[src/rtl/tape_arbiter.sv]
// tape_arbiter: shares the single-port byte-wide tape RAM between the CPU core
// and the host/debug port. The core has fixed priority. An anti-starvation
// counter lets a waiting host win after STARVE_LIMIT denied cycles. The host
// can lock the tape for atomic inspect/patch sequences. One access is accepted
// per cycle, with a registered RAM drive and a registered read return.
module tape_arbiter #(
    parameter int ADDR_WIDTH   = 16,
    parameter int DATA_WIDTH   = 8,
    parameter int STARVE_LIMIT = 4
) (
    input  logic                  clock,
    input  logic                  reset_n,
    input  logic                  core_req,
    input  logic                  core_we,
    input  logic [ADDR_WIDTH-1:0] core_addr,
    input  logic [DATA_WIDTH-1:0] core_wdata,
    output logic                  core_gnt,
    output logic                  core_rvalid,
    output logic [DATA_WIDTH-1:0] core_rdata,
    input  logic                  host_req,
    input  logic                  host_we,
    input  logic [ADDR_WIDTH-1:0] host_addr,
    input  logic [DATA_WIDTH-1:0] host_wdata,
    output logic                  host_gnt,
    output logic                  host_rvalid,
    output logic [DATA_WIDTH-1:0] host_rdata,
    input  logic                  host_lock,
    output logic                  locked,
    output logic                  mem_en,
    output logic                  mem_we,
    output logic [ADDR_WIDTH-1:0] mem_addr,
    output logic [DATA_WIDTH-1:0] mem_wdata,
    input  logic [DATA_WIDTH-1:0] mem_rdata
);

    typedef enum logic [0:0] {
        ST_ARB    = 1'b0,
        ST_LOCKED = 1'b1
    } state_t;

    localparam logic [3:0] STARVE_MAX = 4'(STARVE_LIMIT);

    state_t                state_q, state_d;
    logic                  locked_q;
    logic [3:0]            starve_q, starve_d;

    logic                  core_gnt_s, host_gnt_s;
    logic                  core_acc_s, host_acc_s;
    logic                  starve_hit_s;

    // stage 1: RAM drive plus owner/read tag
    logic                  mem_en_q, mem_en_d;
    logic                  mem_we_q, mem_we_d;
    logic [ADDR_WIDTH-1:0] mem_addr_q, mem_addr_d;
    logic [DATA_WIDTH-1:0] mem_wdata_q, mem_wdata_d;
    logic                  owner_q, owner_d;      // 1 = host, 0 = core

    // stage 2: read in flight, RAM data arrives this cycle
    logic                  rd_pend_q;
    logic                  rd_owner_q;

    // stage 3: return registers
    logic                  core_rvalid_q, host_rvalid_q;
    logic [DATA_WIDTH-1:0] core_rdata_q, host_rdata_q;

    assign starve_hit_s = (starve_q == STARVE_MAX);
    assign core_acc_s   = core_req & core_gnt_s;
    assign host_acc_s   = host_req & host_gnt_s;

    // Grant decode: core has priority unless the host has waited long enough; locked mode is host-only
    always_comb begin
        core_gnt_s = 1'b0;
        host_gnt_s = 1'b0;
        case (state_q)
            ST_ARB: begin
                core_gnt_s = core_req & ~(host_req & starve_hit_s);
                host_gnt_s = host_req & ~core_gnt_s;
            end
            ST_LOCKED: begin
                core_gnt_s = 1'b0;
                host_gnt_s = host_req;
            end
            default: begin
                core_gnt_s = 1'b0;
                host_gnt_s = 1'b0;
            end
        endcase
    end

    // Next lock state and saturating starve counter
    always_comb begin
        state_d  = state_q;
        starve_d = starve_q;
        case (state_q)
            ST_ARB: begin
                if (host_acc_s && host_lock) begin
                    state_d = ST_LOCKED;
                end else begin
                    state_d = ST_ARB;
                end
                if (host_req && !host_gnt_s) begin
                    starve_d = starve_hit_s ? starve_q : (starve_q + 4'd1);
                end else begin
                    starve_d = 4'd0;
                end
            end
            ST_LOCKED: begin
                if (host_acc_s && !host_lock) begin
                    state_d = ST_ARB;
                end else begin
                    state_d = ST_LOCKED;
                end
                starve_d = 4'd0;
            end
            default: begin
                state_d  = ST_ARB;
                starve_d = 4'd0;
            end
        endcase
    end

    // Winner mux feeding the registered RAM drive; idle cycles drive zeros
    always_comb begin
        mem_en_d    = 1'b0;
        mem_we_d    = 1'b0;
        mem_addr_d  = '0;
        mem_wdata_d = '0;
        owner_d     = 1'b0;
        if (host_acc_s) begin
            mem_en_d    = 1'b1;
            mem_we_d    = host_we;
            mem_addr_d  = host_addr;
            mem_wdata_d = host_wdata;
            owner_d     = 1'b1;
        end else if (core_acc_s) begin
            mem_en_d    = 1'b1;
            mem_we_d    = core_we;
            mem_addr_d  = core_addr;
            mem_wdata_d = core_wdata;
            owner_d     = 1'b0;
        end else begin
            mem_en_d    = 1'b0;
            mem_we_d    = 1'b0;
            mem_addr_d  = '0;
            mem_wdata_d = '0;
            owner_d     = 1'b0;
        end
    end

    // Lock FSM with registered locked flag and starve counter
    always_ff @(posedge clock or negedge reset_n) begin
        if (!reset_n) begin
            state_q  <= ST_ARB;
            locked_q <= 1'b0;
            starve_q <= 4'd0;
        end else begin
            state_q  <= state_d;
            locked_q <= (state_d == ST_LOCKED);
            starve_q <= starve_d;
        end
    end

    // Access pipeline: RAM drive, read-in-flight tag, per-owner return capture
    always_ff @(posedge clock or negedge reset_n) begin
        if (!reset_n) begin
            mem_en_q      <= 1'b0;
            mem_we_q      <= 1'b0;
            mem_addr_q    <= '0;
            mem_wdata_q   <= '0;
            owner_q       <= 1'b0;
            rd_pend_q     <= 1'b0;
            rd_owner_q    <= 1'b0;
            core_rvalid_q <= 1'b0;
            host_rvalid_q <= 1'b0;
            core_rdata_q  <= '0;
            host_rdata_q  <= '0;
        end else begin
            mem_en_q      <= mem_en_d;
            mem_we_q      <= mem_we_d;
            mem_addr_q    <= mem_addr_d;
            mem_wdata_q   <= mem_wdata_d;
            owner_q       <= owner_d;
            rd_pend_q     <= mem_en_q & ~mem_we_q;
            rd_owner_q    <= owner_q;
            core_rvalid_q <= rd_pend_q & ~rd_owner_q;
            host_rvalid_q <= rd_pend_q & rd_owner_q;
            if (rd_pend_q && !rd_owner_q) begin
                core_rdata_q <= mem_rdata;
            end
            if (rd_pend_q && rd_owner_q) begin
                host_rdata_q <= mem_rdata;
            end
        end
    end

    assign core_gnt    = core_gnt_s;
    assign host_gnt    = host_gnt_s;
    assign locked      = locked_q;
    assign mem_en      = mem_en_q;
    assign mem_we      = mem_we_q;
    assign mem_addr    = mem_addr_q;
    assign mem_wdata   = mem_wdata_q;
    assign core_rvalid = core_rvalid_q;
    assign core_rdata  = core_rdata_q;
    assign host_rvalid = host_rvalid_q;
    assign host_rdata  = host_rdata_q;

endmodule

[config.mk]
export PLATFORM = sky130hd
export DESIGN_NAME = tape_arbiter
export DESIGN_NICKNAME = d
export VERILOG_FILES = /design/src/rtl/tape_arbiter.sv
export SDC_FILE = /design/constraint.sdc
export NUM_CORES = 1
export LEC_CHECK = 0
export CORE_ASPECT_RATIO = 1.1
export CORE_UTILIZATION = 39
export CTS_CLUSTER_DIAMETER = 80
export DETAILED_ROUTE_END_ITERATION = 16
export PLACE_DENSITY = 0.8
export SETUP_SLACK_MARGIN = 0.2
export SLEW_MARGIN = 20
export SYNTH_ARGS = -nofsm -noshare
export SYNTH_HDL_FRONTEND = slang
export SYNTH_SLANG_ARGS = --single-unit
[constraint.sdc]
create_clock -name clock -period 1.6 [get_ports clock]
set_clock_uncertainty 0.15 [all_clocks]
set_input_delay 0.24 -clock clock [delete_from_list [all_inputs] [get_ports clock]]
set_output_delay 0.24 -clock clock [all_outputs]
set_load 0.05 [all_outputs]
Yosys cells after proc, flatten, opt, wreduce, memory -nomap -nowiden

Cells that the tools add are included.

Word-level logic and storage cells: 54
Bits in registers: 52
Output and inout bits: 47

Equal/unequal tests: 2
Muxes and demuxes: 17
Reduce and logical (&&, ||, !) cells: 8
Add/sub/neg operators: 1
Bitwise logic cells: 13

Operators by type and width:

| operator                                                              | count |
|---|---|
| 16-bit two-way mux                                                    | 2 |
| 8-bit two-way mux                                                     | 2 |
| 1-bit AND                                                             | 8 |
| 4-bit two-way mux                                                     | 2 |
| 4-bit case mux with 2 select lines                                    | 1 |
| 1-bit two-way mux                                                     | 7 |
| 1-bit case mux with 2 select lines                                    | 3 |
| 1-bit logical AND                                                     | 5 |
| 1-bit NOT                                                             | 5 |
| 4-bit by 1-bit adder with 4-bit output, second input constant         | 1 |
| 4-bit by 3-bit equality test with 1-bit output, second input constant | 1 |
| 1-bit zero test                                                       | 3 |
| 3-bit inequality test, second input constant                          | 1 |

Depth between registers and ports, before layout

Depth in word-level cells: 11
Gate-level depth with buffers: 7

Least setup slack after synthesis

Ideal clock, no wire load.

Path kind: flip-flop to output port
Start point: register (tool-made name)
End point: output host_gnt
Arrival: 1.754 ns
Stages on the path, launching flop included: 5
Data required time: 1.210 ns
Slack: -0.544 ns
Cell sequence: dfrtp_1 > nand3b_4 > buf_12 > inv_6 > nor2_1

RTL lines:

| item             | line | RTL |
|---|---|---|
| end: declaration | 24   | `output logic host_gnt,` |

Final worst setup path

Start point: register starve_q[1]
End point: output host_gnt

Word-level cells in the longest chain between the ends: 7

Ends and longest elaborated chain:

| item                                           | line | RTL |
|---|---|---|
| start: declaration                             | 45   | `logic [3:0] starve_q, starve_d;` |
| start signal: assignment                       | 159  | `starve_q <= starve_d;` |
| 4-bit by 3-bit equality test with 1-bit output | 66   | `assign starve_hit_s = (starve_q == STARVE_MAX);` |
| 1-bit AND                                      | 76   | `core_gnt_s = core_req & ~(host_req & starve_hit_s);` |
| 1-bit NOT                                      | 76   |  |
| 1-bit AND                                      | 76   |  |
| 1-bit NOT                                      | 77   | `host_gnt_s = host_req & ~core_gnt_s;` |
| 1-bit AND                                      | 77   |  |
| 1-bit case mux with 2 select lines             | 74   | `case (state_q)` |

No other way between the ends.

==> metrics.md <==
| Metric | Value |
|---|---|
| HPWL Detailed | `4250 um` |
| Crit path kind | `flip-flop to output port` |
| Commonest non-fill, non-tap cells in the layout | `clkdlybuf4s50_1 (61), dfrtp_1 (51), buf_12 (50)` |
| Worst setup EP type | `output port` |
| Cell accounting for the most synthesized area | `dfrtp_1` |
| Maximum buffer depth of the clock tree | `2` |
| Part of the power in registers | `36.7%` |
| Final ANT Viol Nets | `0` |
| WL/cell | `16.0 um` |
| R2R cell count | `9` |
| Initial Utilization | `41.6%` |
| Largest net degree at the start of global routing | `53` |
| Skew-Pair Late Insertion Delay | `0.31 ns` |
| Reg2reg start | `starve_q[1]$_DFFE_PN0P_` |
| Mapped Nets | `239` |
| Worst setup margin | `-0.257 ns` |
| Worst hold path endpoint | `rd_owner_q$_DFF_PN0_` |
| Synthesized flop and latch total | `52` |
| P_sw | `1540 uW` |
| Via count | `1737` |
| Sw frac | `34.0%` |
| Gpl congestion | `0.700` |
| Avg Cell Area, Syn | `12.4 um2` |
| Area share of the leading cell type in the synthesized netlist | `60.5%` |
| Worst VDD drop | `626 uV` |
| Required @ worst endpoint | `1.21 ns` |
| Syn Inst Count | `174` |
| Reg clk slew, reported paths | `0.10 ns` |
| Share of cells above drive strength 1 | `35.5%` |
| Die height | `79.9 um` |
| Total track usage | `21.2%` |
| Initial antenna violation count | `0` |
| ANT cells | `0` |
| Drt total wl | `6000 um` |
| Slew margin rel. | `80.4%` |
| Htree depth | `2` |
| Gr ovfl total | `0` |
| Clk root buf | `clkbuf_8` |
| Min-delay src | `owner_q$_DFF_PN0_` |
| Synth Cell Area | `0.00215 mm2` |
| Synth cell types | `20` |
| Hold Path Stages | `0` |
| Area contributors post-synth | `dfrtp_1 (61%), mux2i_1 (12%), mux2_2 (8.4%), inv_1 (5.1%), nand2_1 (4.9%)` |
| P per Cell Area | `1080 mW/mm2` |
| Final hold vios | `0` |
| P_int | `3000 uW` |
| Starting DRT DRC Count | `67` |
| Failing checks | `negative setup slack` |
| DRC | `0` |
| Full die area | `0.00581 mm2` |
| Minimum clock period | `1.86 ns` |
| Ys Warns | `0` |
| Min Hold Slack | `0.216 ns` |
| Dpl cells | `359` |
| Max Cap Viol | `0` |
| Die width | `72.8 um` |
| DR vias/cell | `4.62` |
| Commonest non-fill, non-tap cell in the layout | `clkdlybuf4s50_1` |
| HP Class | `flip-flop to flip-flop` |
| Worst Setup Start Kind | `flip-flop` |
| Vias in the first global route | `1829` |
| CTS Buf Count | `5` |
| Sink Count | `52` |
| RSZ-0062 raised after global routing | `yes` |
| Setup Viol. Count Final | `31` |
| Max-slew violation count | `0` |
| Clock network power share | `19.7%` |
| PortBufs | `109` |
| RR Endpoint | `mem_wdata[1]$_DFF_PN0_` |
| First-pass GRT wire length | `9110 um` |
| Worst-path fanout max | `3` |
| Core area | `0.00517 mm2` |
| Slew @ Worst Pin | `0.293 ns` |
| Site row count | `27` |
| CTS tree | `done` |
| Area grow syn2layout | `95.9%` |
| Fmax | `539 MHz` |
| TritonRoute pass-1 iters | `4` |
| Critical Path AT | `1.47 ns` |
| R2R setup slack | `-0.22 ns` |
| Sequential share of the synthesized area | `60.5%` |
| Outcome | `complete, but fails checks` |
| Leak | `0.00204 uW` |
| Total Nets Final | `368` |
| Io pins | `110` |
| TNS Setup | `-5.63 ns` |
| Final Non-Filler Cells | `376` |
| Final critical-path share of the clock period | `116%` |
| Logic gate share of total power | `43.5%` |
sequential cells by signal (all words and copies together), names as in the netlist, 4 cells and up, named ones only:
signal / count
mem_addr: 16
core_rdata: 8
starve_q: 4
host_rdata: 8
mem_wdata: 8
synth_stat cells, drive strengths merged:
cell type	instances
nand2	28
xor2	1
nand3b	1
nand3	1
nand4b	1
nor3	3
and3	1
nor2	2
mux2	16
inv	30
mux2i	25
ha	2
dfrtp	52
o2bb2ai	1
xnor2	1
buf	7
nor2b	2
final cells by class:
cell class,instances,area (um2)
Clock inverter,2,35.0
Tap cell,72,90.1
Multi-Input combinational cell,85,757
Sequential cell,52,1300
Clock buffer,6,72.6
Inverter,30,125
Fill cell,281,957
Timing Repair Buffer,129,1830
worst max path at each step:
stage | startpoint | endpoint | depth (start not counted)
final | starve_q[1]$_DFFE_PN0P_ | host_gnt | 7
after global routing | starve_q[1]$_DFFE_PN0P_ | host_gnt | 7
after CTS | starve_q[1]$_DFFE_PN0P_ | host_gnt | 7
after detailed placement | host_req | mem_addr[0]$_DFF_PN0_ | 5
after global placement | host_req | host_gnt | 6
after floorplan | starve_q[0]$_DFFE_PN0P_ | host_gnt | 7
cell families after synthesis:
kind of cell             count (synthesis)  share of synthesized area [%]
AO/OA/AOI/OAI                            1                          0.408
XOR/XNOR                                 2                          0.815
adder cells (fa/ha/maj)                  2                           1.16
buffers and inverters                   37                           8.38
flip-flops                              52                           60.5
multiplexers                            41                           20.0
AND/OR/NAND/NOR                         39                           8.67
per-layer routing:
| metal | global-route usage, % | part of all wire, % |
|---|---|---|
| met1 | 25.0 | 39 |
| met3 | 5.30 | 6.1 |
| met5 | 0 | 0 |
| met4 | 4.71 | 0.60 |
| met2 | 38.3 | 55 |
timing repair:
action / CTS / global route
gates cloned: 2 / 2
setup endpoints to repair: 34 / 42
hold buffers: 1 / 0
pin swaps: 3 / 3
gates resized for setup: 12 / 16
setup buffers: 2 / 2
endpoints found under the hold margin: 52 / 0
power by group through the flow:
stage / registers [uW] / clock network [uW] / logic, uW
5_1_grt: 1690 / 970 / 2050
4_1_cts: 1670 / 900 / 1940
6_report: 1670 / 896 / 1980
2_1_floorplan: 2200 / 0 / 283
3_5_place_dp: 1690 / 0 / 1870
3_3_place_gp: 1680 / 0 / 1840
critical path: stages (launching register included):
cell and delay [ns]:
dfrtp_1 0.41, inv_2 0.07, ha_4 0.13, nand4b_4 0.11, nand3b_4 0.15, inv_12 0.04
nor2_4 0.09, buf_12 0.14
per-stage QoR:
| step | area, um2 | total power, uW | setup slack (ns) | utilization [%] |
|---|---|---|---|---|
| 3_5_place_dp | 3840 | 3570 | -0.202 | 74.4 |
| 5_1_grt | 4210 | 4710 | -0.329 | 81.5 |
| 4_1_cts | 4090 | 4510 | -0.293 | 79.1 |
| 3_3_place_gp | 3840 | 3520 | -0.111 | 74.4 |
| 2_1_floorplan | 2170 | 2480 | -0.106 | - |
| 6_report | 4210 | 4540 | -0.257 | 81.5 |
(Power assumes the default switching activity.)
